==> config.mk <==
export PLATFORM = sky130hd
export DESIGN_NAME = seq_align_arbiter
export DESIGN_NICKNAME = d
export VERILOG_FILES = /design/src/rtl/seq_align_pkg.sv /design/src/rtl/seq_align_arbiter_tag_fifo.sv /design/src/rtl/seq_align_arbiter.sv
export SDC_FILE = /design/constraint.sdc
export NUM_CORES = 1
export LEC_CHECK = 0
export CORE_MARGIN = 5
export CORE_UTILIZATION = 40
export DETAILED_ROUTE_END_ITERATION = 7
export GPL_ROUTABILITY_DRIVEN = 0
export GPL_TIMING_DRIVEN = 0
export PLACE_DENSITY = 0.68
export SYNTH_ARGS = -nofsm -noshare
export SYNTH_HDL_FRONTEND = slang
export SYNTH_HIERARCHICAL = 1
export SYNTH_SLANG_ARGS = --single-unit
==> constraint.sdc <==
create_clock -name clk -period 10.7 [get_ports clk]
set_input_delay 2.675 -clock clk [delete_from_list [all_inputs] [get_ports clk]]
set_output_delay 2.675 -clock clk [all_outputs]
set_load 0.05 [all_outputs]
==> src/rtl/seq_align_pkg.sv <==
// Shared widths, arbiter state encoding and the chunk bit-mask helper for
// the sequence-aligner lane arbiter.
package seq_align_pkg;

  localparam int WORD_W  = 16;
  localparam int CHUNK_W = 7;
  localparam int NUM_W   = 3;

  typedef enum logic {
    IDLE,
    FILL
  } arb_state_t;

  function automatic logic [CHUNK_W-1:0] mask(input logic [NUM_W-1:0] n);
    return CHUNK_W'((1 << n) - 1);
  endfunction

endpackage

==> src/rtl/seq_align_arbiter_tag_fifo.sv <==
// Depth-2 FIFO of source-lane tags, one per completed word, popped as the
// aligner presents each word. Popping while empty sets a sticky error.
module lane_tag_fifo #(
  parameter int LANE_W = 2
) (
  input  logic              clk,
  input  logic              rst,
  input  logic              push,
  input  logic [LANE_W-1:0] push_lane,
  input  logic              pop,
  output logic [LANE_W-1:0] head,
  output logic              err
);

  logic [LANE_W-1:0] mem [2];
  logic              wr_ptr;
  logic              rd_ptr;
  logic [1:0]        count;
  logic              do_push;
  logic              do_pop;

  always_comb begin
    do_pop  = pop && (count != 2'd0);
    do_push = push && ((count != 2'd2) || do_pop);
  end

  assign head = mem[rd_ptr];

  always_ff @(posedge clk or negedge rst) begin
    if (!rst) begin
      mem[0] <= '0;
      mem[1] <= '0;
      wr_ptr <= 1'b0;
      rd_ptr <= 1'b0;
      count  <= '0;
      err    <= 1'b0;
    end else begin
      if (do_push) begin
        mem[wr_ptr] <= push_lane;
        wr_ptr      <= ~wr_ptr;
      end
      if (do_pop) begin
        rd_ptr <= ~rd_ptr;
      end
      count <= count + 2'(do_push) - 2'(do_pop);
      if (pop && (count == 2'd0)) begin
        err <= 1'b1;
      end
    end
  end

endmodule

==> src/rtl/seq_align_arbiter.sv <==
// Round-robin arbiter sharing one sequence aligner among several chunk lanes;
// holds each grant for exactly one aligner word and tags words by lane.
module seq_align_arbiter
  import seq_align_pkg::*;
#(
  parameter int N_LANES = 4,
  parameter int WORD_W  = seq_align_pkg::WORD_W,
  parameter int CHUNK_W = seq_align_pkg::CHUNK_W,
  parameter int NUM_W   = seq_align_pkg::NUM_W,
  parameter int LANE_W  = $clog2(N_LANES)
) (
  input  logic                       clk,
  input  logic                       rst,
  input  logic [N_LANES-1:0]         lane_en,
  input  logic [N_LANES-1:0]         req_valid,
  input  logic [N_LANES*CHUNK_W-1:0] req_seq,
  input  logic [N_LANES*NUM_W-1:0]   req_num,
  output logic [N_LANES-1:0]         req_ready,
  output logic [CHUNK_W-1:0]         al_seq,
  output logic [NUM_W-1:0]           al_num,
  input  logic                       al_out_valid,
  output logic [LANE_W-1:0]          grant_lane,
  output logic                       busy,
  output logic                       word_valid,
  output logic [LANE_W-1:0]          word_lane,
  output logic                       tag_err
);

  localparam int REM_W = $clog2(WORD_W + 1);

  arb_state_t         state;
  logic [LANE_W-1:0]  rr_ptr;
  logic [REM_W-1:0]   rem;
  logic [NUM_W-1:0]   off [N_LANES];
  logic [CHUNK_W-1:0] seq_arr [N_LANES];
  logic [NUM_W-1:0]   num_arr [N_LANES];
  logic [N_LANES-1:0] eligible;
  logic [CHUNK_W-1:0] seq_g;
  logic [NUM_W-1:0]   avail;
  logic [NUM_W-1:0]   take;
  logic               fill_step;
  logic               word_done;

  function automatic logic [LANE_W-1:0] rr_pick(input logic [LANE_W-1:0]  ptr,
                                                input logic [N_LANES-1:0] elig);
    logic [LANE_W-1:0] pick;
    logic              found;
    int unsigned       idx;
    pick  = ptr;
    found = 1'b0;
    for (int unsigned i = 0; i < N_LANES; i++) begin
      idx = (32'(ptr) + i) % N_LANES;
      if (!found && elig[idx]) begin
        pick  = LANE_W'(idx);
        found = 1'b1;
      end
    end
    return pick;
  endfunction

  always_comb begin
    for (int unsigned i = 0; i < N_LANES; i++) begin
      seq_arr[i] = req_seq[i*CHUNK_W +: CHUNK_W];
      num_arr[i] = req_num[i*NUM_W +: NUM_W];
    end
  end

  // Bits are consumed MSB-first; off counts bits already sent from the top.
  always_comb begin
    eligible  = lane_en & req_valid;
    seq_g     = seq_arr[grant_lane];
    avail     = num_arr[grant_lane] - off[grant_lane];
    take      = (REM_W'(avail) > rem) ? NUM_W'(rem) : avail;
    fill_step = (state == FILL) && req_valid[grant_lane];
    word_done = fill_step && (rem == REM_W'(take));
    req_ready = '0;
    al_seq    = '0;
    al_num    = '0;
    if (fill_step) begin
      al_num                = take;
      al_seq                = (seq_g & mask(avail)) >> (avail - take);
      req_ready[grant_lane] = (take == avail);
    end
  end

  assign busy       = (state == FILL);
  assign word_valid = al_out_valid;

  always_ff @(posedge clk or negedge rst) begin
    if (!rst) begin
      state      <= IDLE;
      rr_ptr     <= '0;
      rem        <= REM_W'(WORD_W);
      grant_lane <= '0;
      for (int unsigned i = 0; i < N_LANES; i++) begin
        off[i] <= '0;
      end
    end else begin
      case (state)
        IDLE: begin
          if (|eligible) begin
            grant_lane <= rr_pick(rr_ptr, eligible);
            rem        <= REM_W'(WORD_W);
            state      <= FILL;
          end
        end
        FILL: begin
          if (fill_step) begin
            off[grant_lane] <= (take == avail) ? '0 : off[grant_lane] + take;
            rem             <= rem - REM_W'(take);
            if (word_done) begin
              rr_ptr <= (grant_lane == LANE_W'(N_LANES - 1)) ? '0 : grant_lane + 1'b1;
              state  <= IDLE;
            end
          end
        end
        default: state <= IDLE;
      endcase
    end
  end

  lane_tag_fifo #(
    .LANE_W(LANE_W)
  ) u_tag_fifo (
    .clk      (clk),
    .rst      (rst),
    .push     (word_done),
    .push_lane(grant_lane),
    .pop      (al_out_valid),
    .head     (word_lane),
    .err      (tag_err)
  );

endmodule

==> metrics.txt, run 1 <==
endpoint class of the critical path primary output; share of the synthesized area in the top cell type 26.9%; synthesized area 0.00279 mm^2; Initial Util 41.1%; RSZ-0062 raised after global routing yes; GRT Overall Usage 17.3%; gr ovfl total 0; Ys Warns 6; top_reg_cell synth dfrtp_1; post-synthesis cell type count 58; type of origin of the critical path input pin; TritonCTS buffer count 5; Die Y 93.6 um; Final Cycle Share 97.3%; clock skew 0.00321 ns; capturing point of the worst reg2reg path u_tag_fifo/count[1]; WP data arrival 7.74 ns; row cnt 30; synthesis-to-layout area growth 33.5%; routed via count 2545; largest net degree at the start of global routing 32; CP Cell Sequence clkdlybuf4s50_1 -> mux4_2 -> inv_1 -> ha_1 -> inv_1 -> fa_1 -> xor2_4 -> xnor2_4 -> ha_1 -> o21a_1 -> o211ai_1 -> buf_4 -> nor2_1 -> a21oi_2 -> ha_1 -> inv_1 -> ha_1 -> mux2i_1 -> a2bb2oi_2 -> mux2_2 -> o22a_1 -> nor2_2 -> clkdlybuf4s15_2; R2R Setup Slk 4.87 ns; Seq cells post-synth 31; sequential cell area 777 um^2; diode count 0; antenna violations before repair 0; buffers and inverters on the worst path 6; required time worst endpoint 8.03 ns; Syn Nets 378; Post-Synth Simple-Gate Area 18.6%; outcome finished clean; Initial DRC Count 86; Post-layout nets 457; Routed WL 7.40 mm; die area 0.00875 mm^2; syn avg cell area 9.07 um^2; DRC 0; xor/xnor cell area share of the yosys netlist 7.44%; TritonCTS clock tree yes; first-pass GRT wire length 12.3 mm; Worst Path Max Fanout 10; Min Clock Period, post-route 10.41 ns; total of max-cap violations 0; ys async rst share 100%; Worst Setup Path Type in2out; CP peak stage delay 0.49 ns; Detail Placement HPWL 5.95 mm; slowest CP cell fa_1; clock slew seen by the registers of the worst setup and hold paths 0.06 ns; # IOs 72; latest clock arrival within the worst-skew pair 0.27 ns; vias in the first global route 2556; share of layout cells above drive strength 1 15.8%; register area share after synthesis 27.8%; Clock Sinks 31; drt pass-1 iters 4; Cells after Synth 308; CTS Buffer Depth 2; Die Wd 93.6 um; Pins Over Slew Limit 0; Crit path max-delay family adder cells; Peak Freq 0.0960 GHz; Synth Area in Adders 9.05%; drt wl/cell 15.3 um; Min-Delay Path Class reg2reg; Setup TNS Final 0 ns; hold path cells 1; Top cell by count, worst path ha_1; Hold Buf Count CTS 0; Hold Crit Endpoint u_tag_fifo/err; H-tree depth 2; Worst Tran Pin Value 0.769 ns; Finish-stage setup viols 0; setup ws final 0.285 ns; IO Port Bufs 71; hold_sp u_tag_fifo/err; commonest cells after routing, fill and taps aside 63 x clkdlybuf4s50_1, 49 x nand2_1, 30 x dfrtp_1; r2r worst-path depth 23; fillers 627; combinational family with the most area after synthesis simple AND/OR/NAND/NOR gates; post-place setup slack -1.83 ns; mux cell area share after synthesis 17.2%; cell taking the most area after synthesis dfrtp_1; Clk Tree Root Cell clkbuf_8; synth top area cells dfrtp_1 27%, mux4_2 10%, ha_1 7.6%; Synth Area in Compound Gates 15.2%; Hold Violations, Final 0; most common cell after layout, fill and taps aside clkdlybuf4s50_1; vias per std cell 5.28; core area 0.00679 mm^2; number of synthesized flops with an enable pin 0; Rel. slew slack 48.2%; reg2reg start grant_lane[1]; area of the multi-input gates 0.00193 mm^2; Post-DRT Antenna Nets 0
==> cells by family (layout without fill, tap and decap cells) <==
family          count (synthesis)  in the layout
xor+xnor                       19             19
buf+inv                        30            108
compound gates                 68             68
mux                            30             30
fa+ha+maj                      19             19
flops                          31             31
simple gates                  111            111
==> area by class of cell <==
type,instances,share of cell area (%)
Clock buffer,6,1.95
Sequential cell,31,20.8
Multi-Input combinational cell,247,51.8
Inverter,16,1.64
Tap cell,96,3.22
Buffer,13,1.88
Timing Repair Buffer,73,18.7
==> synth_stat cells (all sizes together) (2+ instances only) <==
library cell	instances
inv	15
clkbuf	6
a2bb2oi	2
nand3	9
nor3b	3
xnor2	14
nor4	2
nor2	26
mux2i	6
o211ai	3
nand2	49
mux2	11
xor2	5
nor3	3
nand2b	6
mux4	13
buf	8
dfrtp	30
a31oi	5
o21ai	30
fa	2
ha	17
a21oi	11
and2	4
a21o	2
nor2b	4
a221oi	2
a211oi	4
==> layer usage <==
metal	track usage (%)	vias to the layer above	share of wire (%)
met4	3.97	0	1.6
met2	29.4	51	52
met5	0	-	0
li1	-	1253	-
met3	2.49	14	3.9
met1	23.3	1227	42
==> worst max path at each step <==
stage | to | cells after the start | slack (ns) | startpoint
6_report | al_seq[1] | 23 | 0.29 | req_num[6]
5_1_grt | al_seq[4] | 25 | -0.02 | req_num[6]
4_1_cts | al_seq[4] | 25 | 0.03 | req_num[6]
3_5_place_dp | al_seq[2] | 23 | -1.83 | req_num[6]
3_3_place_gp | al_seq[2] | 23 | -1.85 | req_num[9]
2_1_floorplan | al_seq[2] | 20 | 0.04 | req_num[9]
==> through the flow <==
stage / cells / cell area, um^2 / hold WS, ns / util (%)
final: 482 / 3730 / 0.459 / 54.9
after floorplan: 308 / 2820 / 0.445 / -
after detailed placement: 475 / 3650 / 0.452 / 53.7
after global placement: 475 / 3650 / 0.440 / 53.7
after CTS: 482 / 3740 / 0.465 / 55.1
after global routing: 482 / 3730 / 0.491 / 54.9
==> repair_timing <==
action,4_1_cts,5_1_grt
endpoints found under the setup margin,12,7
gates cloned,0,0
buffers inserted,2,0
pin swaps,3,1
gates resized for setup,19,18
==> state kept, by name, summed over array words and instances, names as in the netlist <==
register and cells:
grant_lane 2, busy 1, u_tag_fifo/err 1, u_tag_fifo/mem 4, u_tag_fifo/wr_ptr 1, rem 5, u_tag_fifo/count 2, rr_ptr 2
u_tag_fifo/rd_ptr 1, off 12
Power of run 1 is not shown: default switching activity piles up to over one toggle a cycle in this logic, so the estimate is an artifact.
==> inputs of run 2 (changes only) <==
==> constraint.sdc (replaced) <==
create_clock -name clk -period 10.7 [get_ports clk]
set_input_delay 2.14 -clock clk [delete_from_list [all_inputs] [get_ports clk]]
set_output_delay 2.14 -clock clk [all_outputs]
set_load 0.05 [all_outputs]
==> run 2 against run 1 <==
Utilization decreased by 0.11 points. Count of clock-buffer cells in the layout increased by 1. Non-clock buffer count unchanged. Register-to-register slack got worse by 0.54 ns. Cell count increased by 0.41%. Routed wire length decreased by 1.5%. Global-route usage about the same. Die area unchanged. Critical path depth increased by 3. Highest routed layer unchanged. Via count decreased by 1.4%.
==> metrics.txt, run 2 (synthesis results as in run 1) <==
outcome finished clean (unchanged); GRT Overall Usage 17.3% (about the same); commonest cells after routing, fill and taps aside 64 x clkdlybuf4s50_1, 49 x nand2_1, 30 x dfrtp_1 (was 63 x clkdlybuf4s50_1, 49 x nand2_1, 30 x dfrtp_1); Top cell by count, worst path ha_1 (unchanged); most common cell after layout, fill and taps aside clkdlybuf4s50_1 (unchanged); TritonCTS buffer count 5 (unchanged); Pins Over Slew Limit 0 (unchanged); Worst Path Max Fanout 10 (unchanged); Finished Core Util 54.8% (was 54.9%); required time worst endpoint 8.56 ns (was 8.03 ns); Crit path depth 26 (was 23); type of origin of the critical path input pin (unchanged); Setup TNS Final 0 ns (unchanged); R2R Setup Slk 4.33 ns (was 4.87 ns); Die Wd 93.6 um (unchanged); Worst Tran Pin Value 0.753 ns (was 0.769 ns); endpoint class of the critical path primary output (unchanged); Initial DRC Count 89 (was 86); synthesis-to-layout area growth 33.2% (was 33.5%); Finish-stage setup viols 0 (unchanged); placed inst area 0.00362 mm^2 (was 0.00365 mm^2); row cnt 30 (unchanged); biggest regs off x12, rem x5, u_tag_fifo/mem x4 (unchanged); die area 0.00875 mm^2 (unchanged); vias per std cell 5.19 (was 5.28); Initial Util 41.1% (unchanged); Detail Placement HPWL 5.80 mm (was 5.95 mm); Rel. slew slack 49.6% (was 48.2%); latest clock arrival within the worst-skew pair 0.28 ns (was 0.27 ns); CP peak stage delay 0.53 ns (was 0.49 ns); Clk Tree Root Cell clkbuf_8 (unchanged); register bank with the most flops off (unchanged); slowest CP cell dlygate4sd2_1 (was fa_1); clock skew 0.00699 ns (was 0.00321 ns); Final Cycle Share 95.5% (was 97.3%); core area 0.00679 mm^2 (unchanged); share of layout cells above drive strength 1 13.4% (was 15.8%); WP data arrival 8.08 ns (was 7.74 ns); drt wl/cell 15.0 um (was 15.3 um); hold path cells 1 (unchanged); Clock Sinks 31 (unchanged); Finished Cell Area 0.00372 mm^2 (was 0.00373 mm^2); Min Clock Period, post-route 10.22 ns (was 10.41 ns); TritonCTS clock tree yes (unchanged); total of max-cap violations 0 (unchanged); largest net degree at the start of global routing 32 (unchanged); first-pass GRT wire length 12.2 mm (was 12.3 mm); r2r worst-path depth 25 (was 23); # IOs 72 (unchanged); Routed WL 7.28 mm (was 7.40 mm); Peak Freq 0.0979 GHz (was 0.0960 GHz); routed via count 2510 (was 2545); max reg flops 12 (unchanged); Die Y 93.6 um (unchanged); vias in the first global route 2540 (was 2556); Hold Violations, Final 0 (unchanged); Hold Buf Count CTS 0 (unchanged); Worst Setup Path Type in2out (unchanged); fillers 633 (was 627); DRC 0 (unchanged); buffers and inverters on the worst path 7 (was 6); gr ovfl total 0 (unchanged); diode count 0 (unchanged); Crit path max-delay family buffers and inverters (was adder cells); worst hold slack 0.467 ns (was 0.459 ns); CTS Buffer Depth 2 (unchanged); H-tree depth 2 (unchanged); IO Port Bufs 71 (unchanged); Min-Delay Path Class reg2reg (unchanged); Post-layout nets 457 (unchanged); drt pass-1 iters 4 (unchanged); RSZ-0062 raised after global routing no (was yes); clock slew seen by the registers of the worst setup and hold paths 0.06 ns (about the same); Post-DRT Antenna Nets 0 (unchanged); antenna violations before repair 0 (unchanged)
==> run 2: worst paths after layout <==
path / start / end
worst max-delay path: req_num[9] / al_seq[0]
worst min register to register: u_tag_fifo/err / u_tag_fifo/err
min in group asynchronous: rst / u_tag_fifo/mem[2]
worst max register to register: grant_lane[1] / off[5]
max in group asynchronous: rst / off[3]
worst min-delay path: u_tag_fifo/err / u_tag_fifo/err
==> run 2: repair_timing <==
action | in CTS | in global routing
buffers inserted | 1 | 0
resized for setup | 8 | 8
setup endpoints to repair | 11 | 7
pin swaps | 1 | 0
==> run 2: cell type report <==
class / instances / area [um^2] / area share [%]
buffer: 14 / 72.6 / 1.95
clock buffer: 7 / 86.3 / 2.32
clock inverter: 1 / 5.00 / 0.135
inverter: 16 / 63.8 / 1.72
multi-input combinational: 247 / 1890 / 50.7
sequential: 31 / 777 / 20.9
tap: 96 / 120 / 3.23
timing repair buffer: 72 / 708 / 19.0
==> run 2: per-stage QoR <==
step,instances,setup WS [ns]
after floorplan,308,0.745
after global placement,475,-0.768
after detailed placement,475,-0.851
after CTS,484,0.134
after global routing,484,0.0634
final,484,0.481
==> run 2: layer usage <==
layer / GRT usage (%) / share of wire [%] / wire length, um / vias up
met5: 0 / 0 / 0 / -
met1: 21.6 / 43 / 3100 / 1184
met3: 2.65 / 3.7 / 273 / 11
li1: - / - / - / 1256
met2: 31.1 / 52 / 3810 / 59
met4: 4.33 / 1.3 / 98 / 0
Power of run 2 is left out for the same reason.
